[src/rtl/cpu_pkg.sv]
// Shared CPU definitions: register-file geometry, the r0 index and the opcode
// encoding that upstream stages use to qualify writeback enables.
package cpu_pkg;

  localparam int REG_ADDR_W = 3;
  localparam int DATA_W     = 16;
  localparam int NREGS      = 1 << REG_ADDR_W;

  localparam logic [REG_ADDR_W-1:0] R0_IDX = '0;

  typedef enum logic [3:0] {
    OP_ADD  = 4'h0,
    OP_SUB  = 4'h1,
    OP_AND  = 4'h2,
    OP_OR   = 4'h3,
    OP_XOR  = 4'h4,
    OP_SHL  = 4'h5,
    OP_SHR  = 4'h6,
    OP_LDI  = 4'h7,
    OP_LD   = 4'h8,
    OP_ST   = 4'h9,
    OP_BEQ  = 4'hA,
    OP_BNE  = 4'hB,
    OP_JMP  = 4'hC,
    OP_NOP  = 4'hF
  } opcode_e;

endpackage

[src/rtl/regfile_read_port.sv]
// One synchronous read port: address latch held during halt, r0 forcing,
// same-edge write bypass and the registered data output.
module regfile_read_port
  import cpu_pkg::*;
(
  input  logic                              clk,
  input  logic                              reset,
  input  logic                              halt,
  input  logic [REG_ADDR_W-1:0]             addr,
  input  logic                              we,
  input  logic [REG_ADDR_W-1:0]             wtgt,
  input  logic [DATA_W-1:0]                 wdata,
  input  logic [NREGS-1:0][DATA_W-1:0]      regs,
  output logic [DATA_W-1:0]                 data
);

  logic [REG_ADDR_W-1:0] addr_q;
  logic [REG_ADDR_W-1:0] eff_addr;
  logic [DATA_W-1:0]     data_next;

  // While halted the held address is replayed, so late writes still show up.
  assign eff_addr = halt ? addr_q : addr;

  // NOTE: every always_comb output gets a default first so no path can infer a latch.
  always_comb begin
    data_next = regs[eff_addr];
    if (eff_addr == R0_IDX)
      data_next = '0;
    else if (we && (wtgt == eff_addr))
      data_next = wdata;
  end

  // NOTE: state is updated with non-blocking assignments so every flop samples pre-edge values.
  always_ff @(posedge clk or posedge reset) begin
    if (reset) begin
      addr_q <= '0;
      data   <= '0;
    end else begin
      if (!halt)
        addr_q <= addr;
      data <= data_next;
    end
  end

endmodule

[src/rtl/regfile_sync_read.sv]
// Eight-entry register file with r0 hardwired to zero and two registered read
// ports. Optional debug port and write counter under `REGFILE_DEBUG_EN.
module regfile_sync_read
  import cpu_pkg::*;
(
  input  logic                  clk,
  input  logic                  reset,
  input  logic                  halt,
  input  logic [REG_ADDR_W-1:0] ra_addr,
  input  logic [REG_ADDR_W-1:0] rb_addr,
  input  logic                  we,
  input  logic [REG_ADDR_W-1:0] wtgt,
  input  logic [DATA_W-1:0]     wdata,
`ifdef REGFILE_DEBUG_EN
  input  logic [REG_ADDR_W-1:0] dbg_addr,
  output logic [DATA_W-1:0]     dbg_data,
  output logic [15:0]           wr_count,
`endif
  output logic [DATA_W-1:0]     ra_data,
  output logic [DATA_W-1:0]     rb_data
);

  logic [NREGS-1:0][DATA_W-1:0] regs;
  logic                         wr_accept;

  assign wr_accept = we && (wtgt != R0_IDX);

  // NOTE: the array is built from flops, not RAM, so it can and does clear on reset.
  always_ff @(posedge clk or posedge reset) begin
    if (reset)
      regs <= '0;
    else if (wr_accept)
      regs[wtgt] <= wdata;
  end

  regfile_read_port u_port_a (
    .clk   (clk),
    .reset (reset),
    .halt  (halt),
    .addr  (ra_addr),
    .we    (we),
    .wtgt  (wtgt),
    .wdata (wdata),
    .regs  (regs),
    .data  (ra_data)
  );

  regfile_read_port u_port_b (
    .clk   (clk),
    .reset (reset),
    .halt  (halt),
    .addr  (rb_addr),
    .we    (we),
    .wtgt  (wtgt),
    .wdata (wdata),
    .regs  (regs),
    .data  (rb_data)
  );

`ifdef REGFILE_DEBUG_EN
  // Debug view is the raw array contents; it deliberately skips the bypass.
  assign dbg_data = (dbg_addr == R0_IDX) ? '0 : regs[dbg_addr];

  always_ff @(posedge clk or posedge reset) begin
    if (reset)
      wr_count <= '0;
    else if (wr_accept)
      wr_count <= wr_count + 16'd1;
  end
`endif

endmodule

[config.mk]
export PLATFORM = sky130hd
export DESIGN_NAME = regfile_sync_read
export DESIGN_NICKNAME = d
export VERILOG_FILES = /design/src/rtl/cpu_pkg.sv /design/src/rtl/regfile_read_port.sv /design/src/rtl/regfile_sync_read.sv
export SDC_FILE = /design/constraint.sdc
export NUM_CORES = 1
export LEC_CHECK = 0
export ABC_AREA = 1
export BUFFER_PORTS_ARGS = -buffer_cell sky130_fd_sc_hd__buf_2
export CORE_ASPECT_RATIO = 1.4
export CORE_MARGIN = 2
export CORE_UTILIZATION = 40
export DETAILED_ROUTE_END_ITERATION = 7
export GPL_TIMING_DRIVEN = 0
export PLACE_DENSITY = 0.62
export SETUP_SLACK_MARGIN = 0.05
export SLEW_MARGIN = 20
export SYNTH_ARGS = -nofsm -noshare
export SYNTH_HDL_FRONTEND = slang
export SYNTH_SLANG_ARGS = --single-unit
[constraint.sdc]
create_clock -name clk -period 4.79 [get_ports clk]
set_input_delay 0.7185 -clock clk [delete_from_list [all_inputs] [get_ports clk]]
set_output_delay 0.7185 -clock clk [all_outputs]
set_load 0.005 [all_outputs]
Yosys cells after proc, flatten, opt, wreduce, memory -nomap -nowiden
Cells that the tools add are included.
- memories: 0
- logic and storage cells: 38
- bits in latches: 0
- bits in read-only memories: 0
- register bits after elaboration: 166
- bits in writable memories: 0
- input bits: 29
- bitwise logic cells: 0
- add/subtract/negate cells: 0
- $mul: 0
- equality and inequality tests: 2
- shifts and indexed selects: 0
- magnitude comparators: 4
- divide/modulo/power cells: 0
- reductions and logical operators: 7
- muxes and demuxes: 13
- operator list (operator ; number):
    128-bit bitwise mux ; 1
    16-bit two-way mux ; 7
    16-bit binary-select mux with 3-bit select ; 2
    16-bit demux with 3-bit select ; 1
    3-bit by 4-bit < comparator with 1-bit output (second input constant) ; 3
    3-bit == test ; 2
    3-bit zero test ; 2
    3-bit two-way mux ; 2
    1-bit logical AND ; 4
    3-bit by 1-bit greater-or-equal comparator with 1-bit output (second input constant) ; 1
    3-bit nonzero test ; 1

Longest topological paths before layout
Gate-level depths: netlist of run 1.
- depth after elaboration: 5
- mapped depth: 12
- mapped depth without buffers: 10

Hierarchy
Synthesis of run 1 repeated with hierarchy kept, for this count alone.
- cells, all modules: 1335
- area total of the unflattened synthesis: 9305.2 um^2
- modules (own cells, without submodules) (module ; instances ; cells an instance ; area each (um^2) ; sequential area each (um^2)):
    regfile_sync_read ; 1 ; 525 ; 4840.9 ; 3203.1
    regfile_read_port ; 2 ; 405 ; 2232.1 ; 475.5

Least setup slack after synthesis of run 1
No wires, ideal clock.
- kind: input port to flip-flop
- from: in halt
- to: reg u_port_b.data[11]
- setup slack: 2929 ps
- data arrival time: 1745 ps
- buffers on the path: 2
- required time: 4674 ps
- stages: 12
- path through: buf_6 > inv_6 > nand2_2 > nand2_2 > inv_2 > nor2_1 > nor2_4 > nand2_4 > buf_6 > nand2_1 > nor2_1 > nor2_1
- word-level cells in the longest chain between the ends: 5
- elaborated cells on any way between the ends: 8
- ends and longest elaborated chain (item ; RTL line ; text):
    start: declaration ; regfile_sync_read.sv:8 ; input logic halt,
    3-bit two-way mux * ; -- ;
    16-bit binary-select mux with 3-bit select or 3-bit == test (tied branches) ; regfile_read_port.sv:26, regfile_read_port.sv:29 ;
    16-bit two-way mux (not written as such) or 1-bit logical AND (tied branches) ; regfile_read_port.sv:26, regfile_read_port.sv:29 ;
    16-bit two-way mux ; regfile_read_port.sv:29 ; else if (we && (wtgt == eff_addr))
    16-bit two-way mux * ; regfile_read_port.sv:27 ; if (eff_addr == R0_IDX)
    named net u_port_b.data_next[11] ; regfile_read_port.sv:19 ; logic [DATA_W-1:0] data_next;
    end signal: assignment ; regfile_read_port.sv:41 ; data <= data_next;
    end: declaration ; regfile_read_port.sv:14 ; output logic [DATA_W-1:0] data
Mark *: on every way through the listed nets, which the timed path passes. The rest lies on a longest branch. The select of a mux whose other input is x is not followed.
A chain may end at the register's enable or synchronous reset.

Worst setup path after layout of run 1
- from: in halt
- to: reg u_port_a.data[4]
- word-level cells in the longest chain between the ends: 5
- elaborated cells on any way between the ends: 8
- ends and longest elaborated chain (item ; RTL line):
    3-bit two-way mux * ; --
    16-bit binary-select mux with 3-bit select or 3-bit == test (tied branches) ; regfile_read_port.sv:26, regfile_read_port.sv:29
    16-bit two-way mux (not written as such) or 1-bit logical AND (tied branches) ; regfile_read_port.sv:26, regfile_read_port.sv:29
    16-bit two-way mux ; regfile_read_port.sv:29
    16-bit two-way mux * ; regfile_read_port.sv:27
    named net u_port_a.data_next[4] ; regfile_read_port.sv:19
    end signal: assignment ; regfile_read_port.sv:41
    end: declaration ; regfile_read_port.sv:14
Marked as above.

==> results of run 1 <==
[path summary, 6_finish.rpt]
kind	start	end	slack, ps	cells past startpoint
worst max-delay path	halt	u_port_a.data[4]$_DFF_PP0_	2580	10
worst min-delay path	reset	regs[32]$_DFFE_PP0P_	270	2
worst max register to register	u_port_a.addr_q[1]$_DFF_PP0_	u_port_a.data[4]$_DFF_PP0_	2720	8
worst min register to register	regs[14]$_DFFE_PP0P_	regs[14]$_DFFE_PP0P_	460	1
max in group asynchronous	reset	regs[83]$_DFFE_PP0P_	3800	4
min in group clk	regs[14]$_DFFE_PP0P_	regs[14]$_DFFE_PP0P_	460	1
[where the power goes]
part	internal [mW]	total [mW]	switching (mW)
registers	1.64	1.82	0.174
logic	0.341	0.963	0.622
clock network	0.744	1.38	0.632
[state kept, by name (all words and copies together) (netlist names)]
| signal | flops |
|---|---|
| regs | 128 |
| u_port_a.addr_q | 3 |
| u_port_a.data | 16 |
| u_port_b.data | 16 |
| u_port_b.addr_q | 3 |
[per-stage QoR]
stage | cell area (µm²) | hold slack, ps | power [mW] | utilization [%] | cells
4_1_cts | 10160 | 278.0 | 4.159 | 46.81 | 1619
6_report | 10160 | 271.3 | 4.155 | 46.81 | 1619
5_1_grt | 10160 | 303.8 | 4.372 | 46.81 | 1619
2_1_floorplan | 8808 | 429.0 | 2.423 | - | 1226
3_3_place_gp | 9475 | 441.2 | 2.755 | 43.66 | 1582
3_5_place_dp | 9575 | 446.2 | 2.783 | 44.12 | 1587
[final cells by class]
class	instances	area share, %
buffer	96	4.409
clock buffer	18	4.323
clock inverter	14	1.416
inverter	41	1.601
multi-input combinational	923	39.81
sequential	166	40.89
tap	297	3.658
timing repair buffer	64	3.892
[layout by cell type (no fill, tap or decap), types with 17 or more instances in the layout]
master	count
nand2_1	409
nand3_1	272
dfrtp_1	166
nor2_1	109
o21ai_0	97
buf_2	81
clkbuf_1	54
inv_1	35
a21oi_1	17
clkbuf_16	17
[Yosys cell counts, drive strengths merged]
master,instances
nand2,422
nand3,272
dfrtp,166
nor2,114
o21ai,97
clkbuf,54
buf,42
inv,41
a21oi,17
nor3,1
[logic make-up (layout without fill, tap and decap cells)]
group	after synthesis	in the layout	synth area share (%)
AND/OR/NAND/NOR	809	809	39.45
flip-flops	166	166	47.18
buffers and inverters	137	233	6.892
AO/OA/AOI/OAI	114	114	6.480
[routing by layer]
metal	share of wire [%]	global-route usage [%]
met1	39	32.37
met2	48	45.18
met3	5.5	5.089
met4	7.0	18.74
met5	0	0
==> results.md, run 1 <==
* Status: finished clean
* Per-cell routed wire length at 19.12 µm
* Delay-heaviest family, CP: simple AND/OR/NAND/NOR gates
* Avg Vias per Cell at between 5 and 6
* Starting Density at approximately two fifths
* Rows at 64
* Clock latency on the worst-skew pair at 460 ps
* CORE AREA at 21700 µm²
* Relative slew slack at 43.92%
* Dpl hpwl at 22.93 mm
* Total gr overflow at 0
* # diodes at 0
* Largest net degree at the start of global routing at 35
* Max Root-Sink Buffers at 2
* CTS sink cnt at 166
* Vias in the first global route at 8584
* Final Max Tran Viols at 0
* Setup TNS at 0 ps
* Worst-path fanout max at 10
* CP max stage delay at 660 ps
* Final setup fails at 0
* Final WL at 30.95 mm
* TritonCTS clock tree: built
* Multi-input gate area at 4044 µm²
* Final hold violations at 0
* First-pass GRT wire length at 48.09 mm
* Slew at the pin with the worst max-slew slack at 841.2 ps
* Yosys top cell by area: dfrtp_1
* Req. time, crit path at 5140 ps
* H-tree depth at 4
* Number of CTS-inserted buffers at 17
* Fillers at ~2200
* DR vias at just under 9000
* Post-CTS Resized at 0
* Period utilisation layout at 46.24%
* Mapped Nets at 1255
* Data arrival, critical path at 2560 ps
* Highest clock rate at 451.5 MHz
* Syn. warnings at 0
* Hold Buf Count CTS at 0
* Iter 0 DRT Violations at 936
* Critical path endpoint category: register
* Synth Cell Area at 8805 µm²
* Hold Path Class: in2async
* Clk Tree Root Cell: clkbuf_16
* Layout area overhead at 15.38%
* Syn Inst Count at between 1000 and 1500
* Crit-path cells: buf_6, inv_6, nand2_2, nand2_4, buf_1, nand3_1, nand3_1, nand2_1, nor2_1, nor2_1
* FF/Latch Area at ~4200 µm²
* Initial antenna violation count at 0
* Die Wd at 129.4 µm
* Die Footprint at 23230 µm²
* Clk slew on worst S/H paths at 70 ps
* Yosys reg bits at ~170
* Worst Setup Path Type: in2reg
* Drt drc at 0
* Final worst slack at 2575 ps
* Postcts setup bufs at 0
* Nets at 1338
* Worst VDD drop at between 0.2 and 0.3 mV
* DRT Pass-1 Iters at 6
* Total Routing Usage GR at 27.58%
* Die span in y at 179.5 µm
* Largest cells by area after synthesis: dfrtp_1 47%, nand2_1 17%, nand3_1 15%
* Setup crit start kind: primary input
* Min cycle time layout at 2215 ps
* Place WS at 2227 ps
* Worst path slowest cell: buf_1
* Syn Area/Cell at between 7 and 8 µm²
* Post-synthesis sequential area ratio at 47.18%
* Antenna viol nets, final at 0
* GPL Wtd Cong at 0.9811
* Top-area cell type share of the netlist area at 47.18%
* PD cells at 409.0 nW/µm²
* Share of layout cells above drive strength 1 at 11.80%
* Distinct cells, synth at 19
* IO buf count at 59
* Skew final at 13.15 ps
* Unrepaired setup endpoints after global routing: no
* Leakage at 5.130 nW
* CP bufs+invs at 3
* MaxCap Viol Count at 0
* IO Pins at 61
(Power assumes the default switching activity.)
==> inputs of run 2 (changes only) <==
--- a/config.mk
+++ b/config.mk
@@ -12,7 +12,7 @@
 export CORE_UTILIZATION = 40
 export DETAILED_ROUTE_END_ITERATION = 7
 export GPL_TIMING_DRIVEN = 0
-export PLACE_DENSITY = 0.62
+export PLACE_DENSITY = 0.6
 export SETUP_SLACK_MARGIN = 0.05
 export SLEW_MARGIN = 20
 export SYNTH_ARGS = -nofsm -noshare
==> constraint.sdc (replaced) <==
create_clock -name clk -period 2.3 [get_ports clk]
set_input_delay 0.345 -clock clk [delete_from_list [all_inputs] [get_ports clk]]
set_output_delay 0.345 -clock clk [all_outputs]
set_load 0.005 [all_outputs]
==> run 2 against run 1 <==
Against the previous run:
- non-clock buffer count increased by 1
- die area unchanged
- combinational power increased by 110%
- sequential share of layout area decreased by 0.11 points
- critical path type is now reg2reg
- wire length increased by 1.7%
==> results.md, run 2 (synthesis gave the netlist of run 1 again) <==
* Antenna viol nets, final at 0
* Starting Density at between 40 and 50%
* Worst Setup Path Type: reg2reg
* Drt drc at 0
* Critical path endpoint category: register
* Total Routing Usage GR at roughly 28%
* Die Wd at 129.4 µm
* Relative slew slack at 40.71%
* Clock latency on the worst-skew pair at between 400 and 500 ps
* IO buf count at roughly 60
* DRT Pass-1 Iters at 6
* Grt met1 use at about a third
* Setup crit start kind: register
* Rows at 64
* Final Max Tran Viols at 0
* Max Root-Sink Buffers at 2
* Postcts setup bufs at 0
* Critical path launch point: u_port_a.addr_q[1]$_DFF_PP0_
* Share of layout cells above drive strength 1 at roughly an eighth
* Worst R2R Setup Slack at 210 ps
* Met2 Usage GRT at 48.80%
* Dpl hpwl at roughly 23 mm
* Unrepaired setup endpoints after global routing: no
* Min cycle time layout at 2088 ps
* CORE AREA at 21700 µm²
* Placed Cells at 1587
* Final WL at ~31 mm
* Largest regs: regs (128), u_port_a.data (16), u_port_b.data (16)
* First-pass GRT wire length at 49.05 mm
* Data arrival, critical path at about 2400 ps
* H-tree depth at 4
* Highest clock rate at approximately 480 MHz
* Leading cell type in the layout, fill and taps excluded: nand2_1
* CTS sink cnt at around 170
* FF-to-FF Start: u_port_a.addr_q[1]$_DFF_PP0_
* Fillers at roughly 2200
* Vias in the first global route at 8623
* Worst VDD drop at 0.6181 mV
* MaxCap Viol Count at 0
* Nets at 1339
* Req. time, crit path at around 2600 ps
* Final core occ at 46.94%
* Final setup fails at 0
* Clk Tree Root Cell: clkbuf_16
* Largest register FFs at approximately 130
* GR peak layer: met2
* Post-CTS Resized at 0
* Number of CTS-inserted buffers at 17
* Worst-path fanout max at 10
* Final worst slack at 211.7 ps
* Final hold violations at 0
* Per-cell routed wire length at 19.45 µm
* Reg2reg end: u_port_a.data[4]$_DFF_PP0_
* R2R depth at 8
* IO Pins at 61
* Initial antenna violation count at 0
* Period utilisation layout at 90.80%
* Avg Vias per Cell at 5.419
* Clk slew on worst S/H paths at 70 ps
* Place WS at 86.45 ps
* TritonCTS clock tree: built
* Crit-path cells: nand2_1, nand2_4, buf_1, nand3_1, nand3_1, nand2_1, nor2_1, nor2_1
* PD cells at 863.3 nW/µm²
* GPL Wtd Cong at 0.9331
* Non-Filler Instances at 1619
* Leakage at 5.142 nW
* Total gr overflow at 0
* Most frequent cells in the layout: 409 x nand2_1, 272 x nand3_1, 166 x dfrtp_1
* Worst Setup EP: u_port_a.data[4]$_DFF_PP0_
* Status: finished clean
* DR vias at about 8800
* CP max stage delay at 690 ps
* Die Footprint at roughly 23000 µm²
* Grt met3 use at 4.018%
* Biggest register: regs
* Worst path slowest cell: buf_1
* Slew at the pin with the worst max-slew slack at just under 900 ps
* Die span in y at 179.5 µm
* Largest net degree at the start of global routing at 35
* Hold Path Class: in2reg
* Skew final at approximately 8 ps
* # diodes at 0
* Iter 0 DRT Violations at approximately 1100
* Layout area overhead at 15.69%
[run 2: cell types whose count changed in the layout (fill, tap and decap cells not counted), sizes merged]
cell         previous run  this run
clkinv                  5         2
bufinv                  1         3
dlygate4sd3             0         1
[run 2: repair_timing]
action | 4_1_cts | 5_1_grt
hold buffers | 1 | 0
hold endpoints to repair | 22 | 0
setup endpoints to repair | 0 | 0
[run 2: power breakdown]
group	internal (mW)	switching [mW]	total, mW
Sequential	3.42	0.337	3.76
Clock	1.72	1.29	3.01
Combinational	0.712	1.31	2.02
[run 2: routing by layer]
metal	vias to the layer above	routed length, µm
met5	-	0
met4	0	1285
met3	96	1700
met2	368	16200
met1	4172	12300
li1	4137	-
[run 2: final cells by class]
type	instances	area (µm²)	share of cell area [%]
timing repair buffer	65	405.4	3.980
multi-input combinational	923	4044	39.70
sequential	166	4154	40.78
tap	297	371.6	3.648
clock buffer	18	429.2	4.213
inverter	41	162.7	1.597
buffer	96	447.9	4.398
clock inverter	13	171.4	1.683
[run 2: worst min-delay path by stage]
stage	startpoint	end	slack, ps	depth (start not counted)
floorplan	regs[14]$_DFFE_PP0P_	regs[14]$_DFFE_PP0P_	430	1
global placement	regs[14]$_DFFE_PP0P_	regs[14]$_DFFE_PP0P_	440	1
detailed placement	reset	regs[0]$_DFFE_PP0P_	450	2
CTS	wdata[14]	regs[126]$_DFFE_PP0P_	130	3
global route	wdata[14]	regs[126]$_DFFE_PP0P_	160	3
finish	wdata[14]	regs[126]$_DFFE_PP0P_	130	3
[run 2: stage by stage]
step	hold slack (ps)	power [mW]	setup TNS, ps	area (µm²)
2_1_floorplan	429.0	5.045	-26190	8808
3_3_place_gp	439.6	5.731	-215240	9475
3_5_place_dp	447.6	5.786	0	9575
4_1_cts	135.0	8.781	0	10190
5_1_grt	158.6	9.230	0	10190
6_report	130.8	8.793	0	10190
[run 2: worst max-delay path, delay by kind of cell (launching register included)]
kind                   cells  cell delay (ps)
AND/OR/NAND/NOR            7              960
flip-flops                 1              320
buffers and inverters      1              690
